## src/rtl/hnf_txreq_issue_pkg.sv

```systemverilog
// Shared CHI request-channel definitions for the HN-F TXREQ issue stage.
//  reqflit_t      : packed REQ flit (subset of fields used by this stage)
//  OP_*           : request opcodes used here
//  txreq_state_t  : TXREQ link-control state
package hnf_txreq_issue_pkg;

  // Width of SrcID/TgtID node-ID fields.
  localparam int CHI_SRCID_RANGE = 7;

  localparam logic [5:0] OP_ReqLCrdReturn = 6'h00;
  localparam logic [5:0] OP_ReadNoSnp     = 6'h04;

  typedef struct packed {
    logic [3:0]                 qos;
    logic [CHI_SRCID_RANGE-1:0] tgtid;
    logic [CHI_SRCID_RANGE-1:0] srcid;
    logic [7:0]                 txnid;
    logic [5:0]                 opcode;
    logic [2:0]                 size;
    logic [47:0]                addr;
  } reqflit_t;

  typedef enum logic [1:0] {
    RUN    = 2'd0,
    DRAIN  = 2'd1,
    RETURN = 2'd2,
    STOP   = 2'd3
  } txreq_state_t;

endpackage

```

## src/rtl/hnf_txreq_issue_fifo.sv

```systemverilog
// Synchronous FIFO holding queued ReadNoSnp flits.
//  clk_i/rst_i : clock, synchronous active-high reset (flushes pointers/count)
//  push_i      : write wdata_i at the tail (ignored when full)
//  pop_i       : advance the head (ignored when empty)
//  rdata_o     : current head entry (combinational read)
//  full_o/empty_o/count_o : occupancy; count is $clog2(DEPTH)+1 bits
module hnf_sync_fifo #(
  parameter int WIDTH = 8,
  parameter int DEPTH = 4
) (
  input  logic                   clk_i,
  input  logic                   rst_i,
  input  logic                   push_i,
  input  logic                   pop_i,
  input  logic [WIDTH-1:0]       wdata_i,
  output logic [WIDTH-1:0]       rdata_o,
  output logic                   full_o,
  output logic                   empty_o,
  output logic [$clog2(DEPTH):0] count_o
);

  localparam int AW = $clog2(DEPTH);

  logic [WIDTH-1:0] mem_q [DEPTH];
  logic [AW-1:0]    wr_ptr_q;
  logic [AW-1:0]    rd_ptr_q;
  logic [AW:0]      count_q;
  logic             do_push;
  logic             do_pop;

  assign full_o  = (count_q == (AW+1)'(DEPTH));
  assign empty_o = (count_q == '0);
  assign count_o = count_q;
  assign rdata_o = mem_q[rd_ptr_q];

  assign do_push = push_i && !full_o;
  assign do_pop  = pop_i && !empty_o;

  // Storage is not reset; only the pointers and count define validity.
  always_ff @(posedge clk_i) begin
    if (do_push) mem_q[wr_ptr_q] <= wdata_i;
  end

  // Pointers are exactly log2(DEPTH) bits so they wrap without extra logic.
  always_ff @(posedge clk_i) begin
    if (rst_i) begin
      wr_ptr_q <= '0;
      rd_ptr_q <= '0;
      count_q  <= '0;
    end else begin
      if (do_push) wr_ptr_q <= wr_ptr_q + AW'(1);
      if (do_pop)  rd_ptr_q <= rd_ptr_q + AW'(1);
      case ({do_push, do_pop})
        2'b10:   count_q <= count_q + (AW+1)'(1);
        2'b01:   count_q <= count_q - (AW+1)'(1);
        default: count_q <= count_q;
      endcase
    end
  end

endmodule

```

## src/rtl/hnf_txreq_issue.sv

```systemverilog
// HN-F TXREQ issue stage: queues ReadNoSnp flits from the lookup stage and sends
// them to the SN-F under L-credit flow control, stamping TgtID=SN_NID. A link-stop
// request drains the queue, returns unused credits with ReqLCrdReturn, then stops.
//  clock_i, reset_i        : clock, synchronous active-high reset
//  read_no_snp_i/_v_i      : incoming flit + valid (source cannot be stalled)
//  rns_ready_o             : queue can accept next cycle's flit (registered)
//  txreqflitpend_o         : early flit-pending indication
//  txreqflitv_o/txreqflit_o: TXREQ flit valid pulse and flit
//  txreq_lcrdv_i           : L-credit grant pulse
//  link_stop_req_i         : level request to deactivate TXREQ
//  link_stopped_o          : credits returned, link idle
//  overflow_err_o          : sticky, flit dropped
//  credit_err_o            : sticky, credit overflow or credit while stopped
//  dbg_state_o/dbg_lcrd_cnt_o : FSM state and credit count for observation
module hnf_txreq_issue
  import hnf_txreq_issue_pkg::*;
#(
  parameter int         DEPTH    = 4,
  parameter int         MAX_LCRD = 15,
  parameter logic [6:0] SN_NID   = 7'd0,
  parameter logic [6:0] HN_NID   = 7'd0
) (
  input  logic                            clock_i,
  input  logic                            reset_i,
  input  reqflit_t                        read_no_snp_i,
  input  logic                            read_no_snp_v_i,
  output logic                            rns_ready_o,
  output logic                            txreqflitpend_o,
  output logic                            txreqflitv_o,
  output reqflit_t                        txreqflit_o,
  input  logic                            txreq_lcrdv_i,
  input  logic                            link_stop_req_i,
  output logic                            link_stopped_o,
  output logic                            overflow_err_o,
  output logic                            credit_err_o,
  output logic [1:0]                      dbg_state_o,
  output logic [$clog2(MAX_LCRD+1)-1:0]   dbg_lcrd_cnt_o
);

  localparam int CW = $clog2(MAX_LCRD+1);
  localparam int QW = $clog2(DEPTH)+1;

  txreq_state_t  state_q, state_d;
  logic [CW-1:0] lcrd_cnt_q, lcrd_cnt_d;
  logic [QW-1:0] count, count_d;
  logic          full, empty;
  reqflit_t      head, issue_flit, ret_flit, txreqflit_q;
  logic          rns_ready_q, pend_q, flitv_q, stopped_q, ovf_err_q, crd_err_q;
  logic          push, drop, can_issue, send_ret, dec, lcrd_take, cred_ovf;

  // Handshake: the source offers a flit with read_no_snp_v_i and never waits.
  // The flit is taken when rns_ready_o was 1 in that cycle; otherwise it is lost
  // and overflow_err_o latches. rns_ready_o already reflects this cycle's pop.
  assign push = read_no_snp_v_i && rns_ready_q && !full;
  assign drop = read_no_snp_v_i && !push;

  hnf_sync_fifo #(.WIDTH($bits(reqflit_t)), .DEPTH(DEPTH)) u_fifo (
    .clk_i   (clock_i),
    .rst_i   (reset_i),
    .push_i  (push),
    .pop_i   (can_issue),
    .wdata_i (read_no_snp_i),
    .rdata_o (head),
    .full_o  (full),
    .empty_o (empty),
    .count_o (count)
  );

  assign can_issue = !empty && (lcrd_cnt_q != '0) && (state_q == RUN || state_q == DRAIN);
  assign send_ret  = (state_q == RETURN) && (lcrd_cnt_q != '0);
  assign dec       = can_issue || send_ret;
  // Credits arriving once stopped are protocol errors and are not banked.
  assign lcrd_take = txreq_lcrdv_i && (state_q != STOP);

  always_comb begin
    issue_flit       = head;
    issue_flit.tgtid = SN_NID;
    ret_flit         = '0;
    ret_flit.opcode  = OP_ReqLCrdReturn;
    ret_flit.srcid   = HN_NID;
    ret_flit.tgtid   = SN_NID;
  end

  always_comb begin
    lcrd_cnt_d = lcrd_cnt_q;
    cred_ovf   = 1'b0;
    if (lcrd_take && !dec) begin
      if (lcrd_cnt_q == CW'(MAX_LCRD)) cred_ovf = 1'b1;
      else                              lcrd_cnt_d = lcrd_cnt_q + CW'(1);
    end else if (!lcrd_take && dec) begin
      lcrd_cnt_d = lcrd_cnt_q - CW'(1);
    end
  end

  always_comb begin
    case ({push, can_issue})
      2'b10:   count_d = count + QW'(1);
      2'b01:   count_d = count - QW'(1);
      default: count_d = count;
    endcase
  end

  // A stop request that drops mid-sequence still completes to STOP first.
  always_comb begin
    state_d = state_q;
    case (state_q)
      RUN:    if (link_stop_req_i) state_d = DRAIN;
      DRAIN:  if (empty) state_d = RETURN;
      RETURN: if (lcrd_cnt_q == '0 && !txreq_lcrdv_i) state_d = STOP;
      STOP:   if (!link_stop_req_i) state_d = RUN;
      default: state_d = RUN;
    endcase
  end

  // Status outputs are registered from next-state values so they line up with
  // the state the link is entering.
  always_ff @(posedge clock_i) begin
    if (reset_i) begin
      state_q     <= RUN;
      lcrd_cnt_q  <= '0;
      txreqflit_q <= '0;
      flitv_q     <= 1'b0;
      rns_ready_q <= 1'b0;
      pend_q      <= 1'b0;
      stopped_q   <= 1'b0;
      ovf_err_q   <= 1'b0;
      crd_err_q   <= 1'b0;
    end else begin
      state_q    <= state_d;
      lcrd_cnt_q <= lcrd_cnt_d;
      flitv_q    <= dec;
      if (can_issue)     txreqflit_q <= issue_flit;
      else if (send_ret) txreqflit_q <= ret_flit;
      rns_ready_q <= (count_d != QW'(DEPTH)) && (state_d == RUN);
      pend_q      <= (count_d != '0) || (state_d == RETURN && lcrd_cnt_d != '0);
      stopped_q   <= (state_d == STOP);
      ovf_err_q   <= ovf_err_q | drop;
      crd_err_q   <= crd_err_q | cred_ovf | (txreq_lcrdv_i && state_q == STOP);
    end
  end

  assign rns_ready_o     = rns_ready_q;
  assign txreqflitpend_o = pend_q;
  assign txreqflitv_o    = flitv_q;
  assign txreqflit_o     = txreqflit_q;
  assign link_stopped_o  = stopped_q;
  assign overflow_err_o  = ovf_err_q;
  assign credit_err_o    = crd_err_q;
  assign dbg_state_o     = state_q;
  assign dbg_lcrd_cnt_o  = lcrd_cnt_q;

endmodule

```

## config.mk

```make
export PLATFORM = sky130hd
export DESIGN_NAME = hnf_txreq_issue
export DESIGN_NICKNAME = d
export VERILOG_FILES = /design/src/rtl/hnf_txreq_issue_pkg.sv /design/src/rtl/hnf_txreq_issue_fifo.sv /design/src/rtl/hnf_txreq_issue.sv
export SDC_FILE = /design/constraint.sdc
export NUM_CORES = 1
export LEC_CHECK = 0
export ABC_AREA = 0
export CORE_MARGIN = 5
export CORE_UTILIZATION = 55
export DETAILED_ROUTE_END_ITERATION = 8
export PLACE_DENSITY = 0.77
export SYNTH_ARGS = -nofsm -noshare
export SYNTH_HDL_FRONTEND = slang
export SYNTH_SLANG_ARGS = --single-unit
```

## constraint.sdc

```tcl
create_clock -name clock_i -period 4.2 [get_ports clock_i]
set_clock_uncertainty 0.2 [all_clocks]
set_input_delay 0.84 -clock clock_i [delete_from_list [all_inputs] [get_ports clock_i]]
set_output_delay 0.84 -clock clock_i [all_outputs]
set_load 0.02 [all_outputs]
```

# Word level (Yosys, flattened, before mapping)
# Memories as Yosys holds them, arrays and structs flattened. A register that Yosys moved wholly into a read port is not among the register bits.
# Cells that the tools add are included.
word_totals:
  out_inout_bits: 95
  regBits: 95
  mem_bits_rw: 332
  n_memories: 1
classes:
  n_mux: 18
  add_sub_neg: 6
  n_bitwise: 3
  eq_ne: 13
  n_reduce_logical: 33
mem_list:
  columns: ["memory", "words", "width", "rd", "rd_ports_with_merged_regs", "wr", "line_no", "source"]
  rows:
  - ["u_fifo.mem_q", 4, 83, 1, 1, 1, "hnf_txreq_issue_fifo.sv:24", "logic [WIDTH-1:0] mem_q [DEPTH];"]
ops:
  columns: ["op", "n"]
  rows:
  - ["$mux W83", 2]
  - ["$logic_and A1 B1 Y1", 15]
  - ["$eq A2 B2 Y1 const B", 6]
  - ["$mux W2", 6]
  - ["$mux W4", 3]
  - ["$pmux W3 S2", 2]
  - ["$pmux W2 S4", 1]
  - ["$reduce_bool A4 Y1", 2]
  - ["$eq A2 B1 Y1 const B", 3]
  - ["$logic_not A1 Y1", 6]
  - ["$add A2 B1 Y2 const B", 2]
  - ["$add A4 B1 Y4 const B", 1]
  - ["$eq A4 B4 Y1 const B", 1]
  - ["$logic_not A2 Y1", 2]
  - ["$logic_not A4 Y1", 1]
  - ["$mux W1", 4]
  - ["$reduce_bool A2 Y1", 2]
  - ["$sub A4 B1 Y4 const B", 1]
  - ["$add A3 B1 Y3 const B", 1]
  - ["$eq A3 B3 Y1 const B", 1]
  - ["$logic_not A3 Y1", 1]
  - ["$logic_or A1 B1 Y1", 3]
  - ["$ne A3 B3 Y1 const B", 1]
  - ["$or A1 B1 Y1", 3]
  - ["other kinds (3)", 3]

# Longest topological paths before layout
logic_depth:
  word_depth: 11
  depth_mapped: 12

# By module
# Synthesis repeated with hierarchy kept, for this count alone.
hier_totals:
  cells_unflattened: 843
  area_unflattened_um2: 15791.4
by_module_without_submodules:
  columns: ["mod", "cells_each", "instances", "area_per_inst_um2"]
  rows:
  - ["hnf_sync_fifo", 487, 1, 12448.2]
  - ["hnf_txreq_issue", 356, 1, 3343.2]

# Worst setup path before layout
# No wires, ideal clock.
synth_timing:
  path_kind: "input to register"
  start: "in read_no_snp_v_i"
  end: "mem u_fifo.mem_q[1][0] in the netlist's numbering, enable pin"
  n_path_buf: 1
  required_ps: 3557
  arrival_ps: 3041
  path_slack_ps: 516
  setup_time_ps: 443
  stages: 3
  path_cell_list: "and3_1 -> clkbuf_1 -> and2_1"
synth_via:
  elab_chain_cells: 5
synth_lines:
  columns: ["item", "line_no", "source"]
  rows:
  - ["start: declaration", "hnf_txreq_issue.sv:26", "input logic read_no_snp_v_i,"]
  - ["$logic_and A1 B1 Y1 (2 in series)", "hnf_txreq_issue.sv:54", "assign push = read_no_snp_v_i && rns_ready_q && !full;"]
  - ["$logic_and A1 B1 Y1", "hnf_txreq_issue_fifo.sv:36", "assign do_push = push_i && !full_o;"]
  - ["named net u_fifo.do_push", "hnf_txreq_issue_fifo.sv:28", "logic do_push;"]
  - ["$mux W1", "hnf_txreq_issue_fifo.sv:41", "if (do_push) mem_q[wr_ptr_q] <= wdata_i;"]
  - ["$mux W1 (not written as such)", "hnf_txreq_issue_fifo.sv:41", null]
  - ["end: declaration", "hnf_txreq_issue_fifo.sv:24", null]
# The timed path passes the listed nets, and every way through them passes these cells.

==> run metrics <==
met2 wire len 15,120 um; final core utilization 0.6913; Pleak 5.867 nW; core area 26,210 sq um; Die ar. 30,140 sq um; area grow syn2layout 23.05%; final slew viol count 0; cell count after placement 1,285; initial core utilization 0.5618; pre-CTS setup slack 0.9948 ns; RSZ-0062 raised after global routing false; vias in the first global route 8,336; later-pin clock latency in the skew report 0.51 ns; Detailed Route Iter0 Violations 577; Placed Area 16,800 sq um; initial antenna violation count 2; drt first pass iters 4; Warnings, synthesis 0; gpl congestion 0.7882; Vias per Instance 5.841; pin count of the biggest net entering global routing 79; worst setup path startpoint dbg_lcrd_cnt_o[1]; Routed Antenna Nets 0; Post-Syn Instances 815; syn_area_per_cell 18.06 sq um; final hold viol count 0; Root Buffer Master clkbuf_16; routed wl met3 1659 um; commonest cells after routing, fill and taps aside edfxtp_1, clkdlybuf4s50_1, nor2_1; CP Launch Type flop; chip height 173.6 um; synthesized area 14,720 sq um; worst setup margin 1.346 ns; Layout Cells excl Fill 1,359; drt wl/cell 22.10 um; total track usage 0.1988; ys flop type edfxtp_1; Worst Max-Slew Pin Slew 1.036 ns; crit-path max FO 78; Resized Gates After CTS 0; layout cells sized above 1 0.1582; crit-path max cell delay 0.83 ns; WP data required 4.43 ns; Final Setup Violations 0; TritonCTS Buffers 40; EDFF count, synth 304; dpl hpwl 17,490 um; Worst slew margin 0.3093; min-delay src credit_err_o; Synth Register Bits 401; Die X 173.6 um; Cell Rows 59; top sig layer met5; pwr dens 626.0 nW/um^2; CP endpoint kind flop; MaxCap Viol Count 0; Layout Cell Area excl Fill 18,120 sq um; via count 7,938; Seq/Total Area, Yosys 0.7519; Hold Path Class reg2reg; CP cell instances inv_1 > ha_1 > nor3b_2 > nor3_2 > buf_4 > nand2_1 > xor2_1 > nor2_1; Port Buffers 168; worst r2r src dbg_lcrd_cnt_o[1]; CP max-delay cell buf_4; grt total ovfl 0; CTS hold repair buffers 0; share of synthesized flip-flops with an asynchronous set or reset 0; Yosys top cell area share 0.6200; Synth cell types 46; final wirelength 30,040 um; DRC viols 0; post-route minimum period 2.854 ns; outcome finished, final reports clean; worst-case vdd ir drop 0.4610 mV; synth top area cells edfxtp_1, dfxtp_1, mux4_2; CTS tree built; Net count, final 1,092; Critical Path AT 3.09 ns; first-pass GRT wire length 47,410 um; kind of critical path reg2reg; Synth area leader edfxtp_1; H-tree levels 2; fmax 350.4 MHz; fin crit share 0.6796; Max Root-Sink Buffers 3; CTS sink count 401; setup TNS 0 ns; most common cell after layout, fill and taps aside edfxtp_1; total I/O pin count 183; # diodes 0; Worst-path clk slew 0.06 ns; M1 wire length 12,730 um; setup bufs post-CTS 0
[critical path, delay by kind of cell, from the launching register on]
family	cells	cell delay (ns)
xor gates and xnor gates	1	0.17
and+or+nand+nor	4	0.76
buffers and inverters	2	0.90
adders and majority gates	1	0.22
DFF	1	0.47
[cell families after synthesis]
logic type | synth area share
xor+xnor | 0.003570
mux | 0.1191
buf+inv | 0.02125
other cells | 0.0002547
simple gates | 0.04198
flops | 0.7519
fa+ha+maj | 0.01020
compound gates | 0.05176
[final cells by class]
class                      count  area (sq um)
inverter                      12         45.04
clock buffer                  67          1226
multi-input combinational    351          3390
sequential                   401         11080
clock inverter                 7         93.84
timing repair buffer         186          1864
fill                        1665          8090
tap                          335         419.2
[synthesized netlist by cell type, types with 5 or more instances]
master and count:
a21oi_1 8, a22oi_1 77, buf_2 16, buf_4 7
clkbuf_1 31, dfxtp_1 97, edfxtp_1 304, ha_1 12
inv_1 12, mux4_2 76, nand2_1 12, nor2_1 100
nor3b_1 5, o21ai_0 8
[power by group]
part / internal [W] / switching, W / total [W]
combinational: 0.00136 / 0.00147 / 0.00283
clock: 0.00212 / 0.00139 / 0.00351
sequential: 0.00468 / 0.000322 / 0.00500
[metal layers]
layer	vias up	track usage
met5	-	0
met4	4	0.04520
met3	37	0.04079
met2	225	0.3371
met1	4117	0.2705
li1	3555	-
[sequential cells by signal (all words and copies together) (netlist names), named ones only]
| signal | cells |
|---|---|
| u_fifo.rd_ptr_q | 2 |
| u_fifo.wr_ptr_q | 2 |
| txreqflit_o | 76 |
| u_fifo.count_o | 3 |
| credit_err_o | 1 |
| txreqflitpend_o | 1 |
| dbg_lcrd_cnt_o | 4 |
| txreqflitv_o | 1 |
| overflow_err_o | 1 |
| link_stopped_o | 1 |
| u_fifo.mem_q | 304 |
| dbg_state_o | 2 |
| rns_ready_o | 1 |
[final timing paths]
check | endpoint | slack (ns) | cells past startpoint
min reg2reg | credit_err_o | 0.28 | 2
max | flop | 1.35 | 8
min | credit_err_o | 0.28 | 2
max reg2reg | flop | 1.35 | 8
[through the flow]
stage,hold slack (ns),total power [W]
after detailed placement,0.2590,0.007937
final,0.2776,0.01134
after global routing,0.3094,0.01188
after CTS,0.2763,0.01146
after floorplan,0.2847,0.006887
after global placement,0.2507,0.007875
Note: power is estimated with default switching activity, not from simulation.
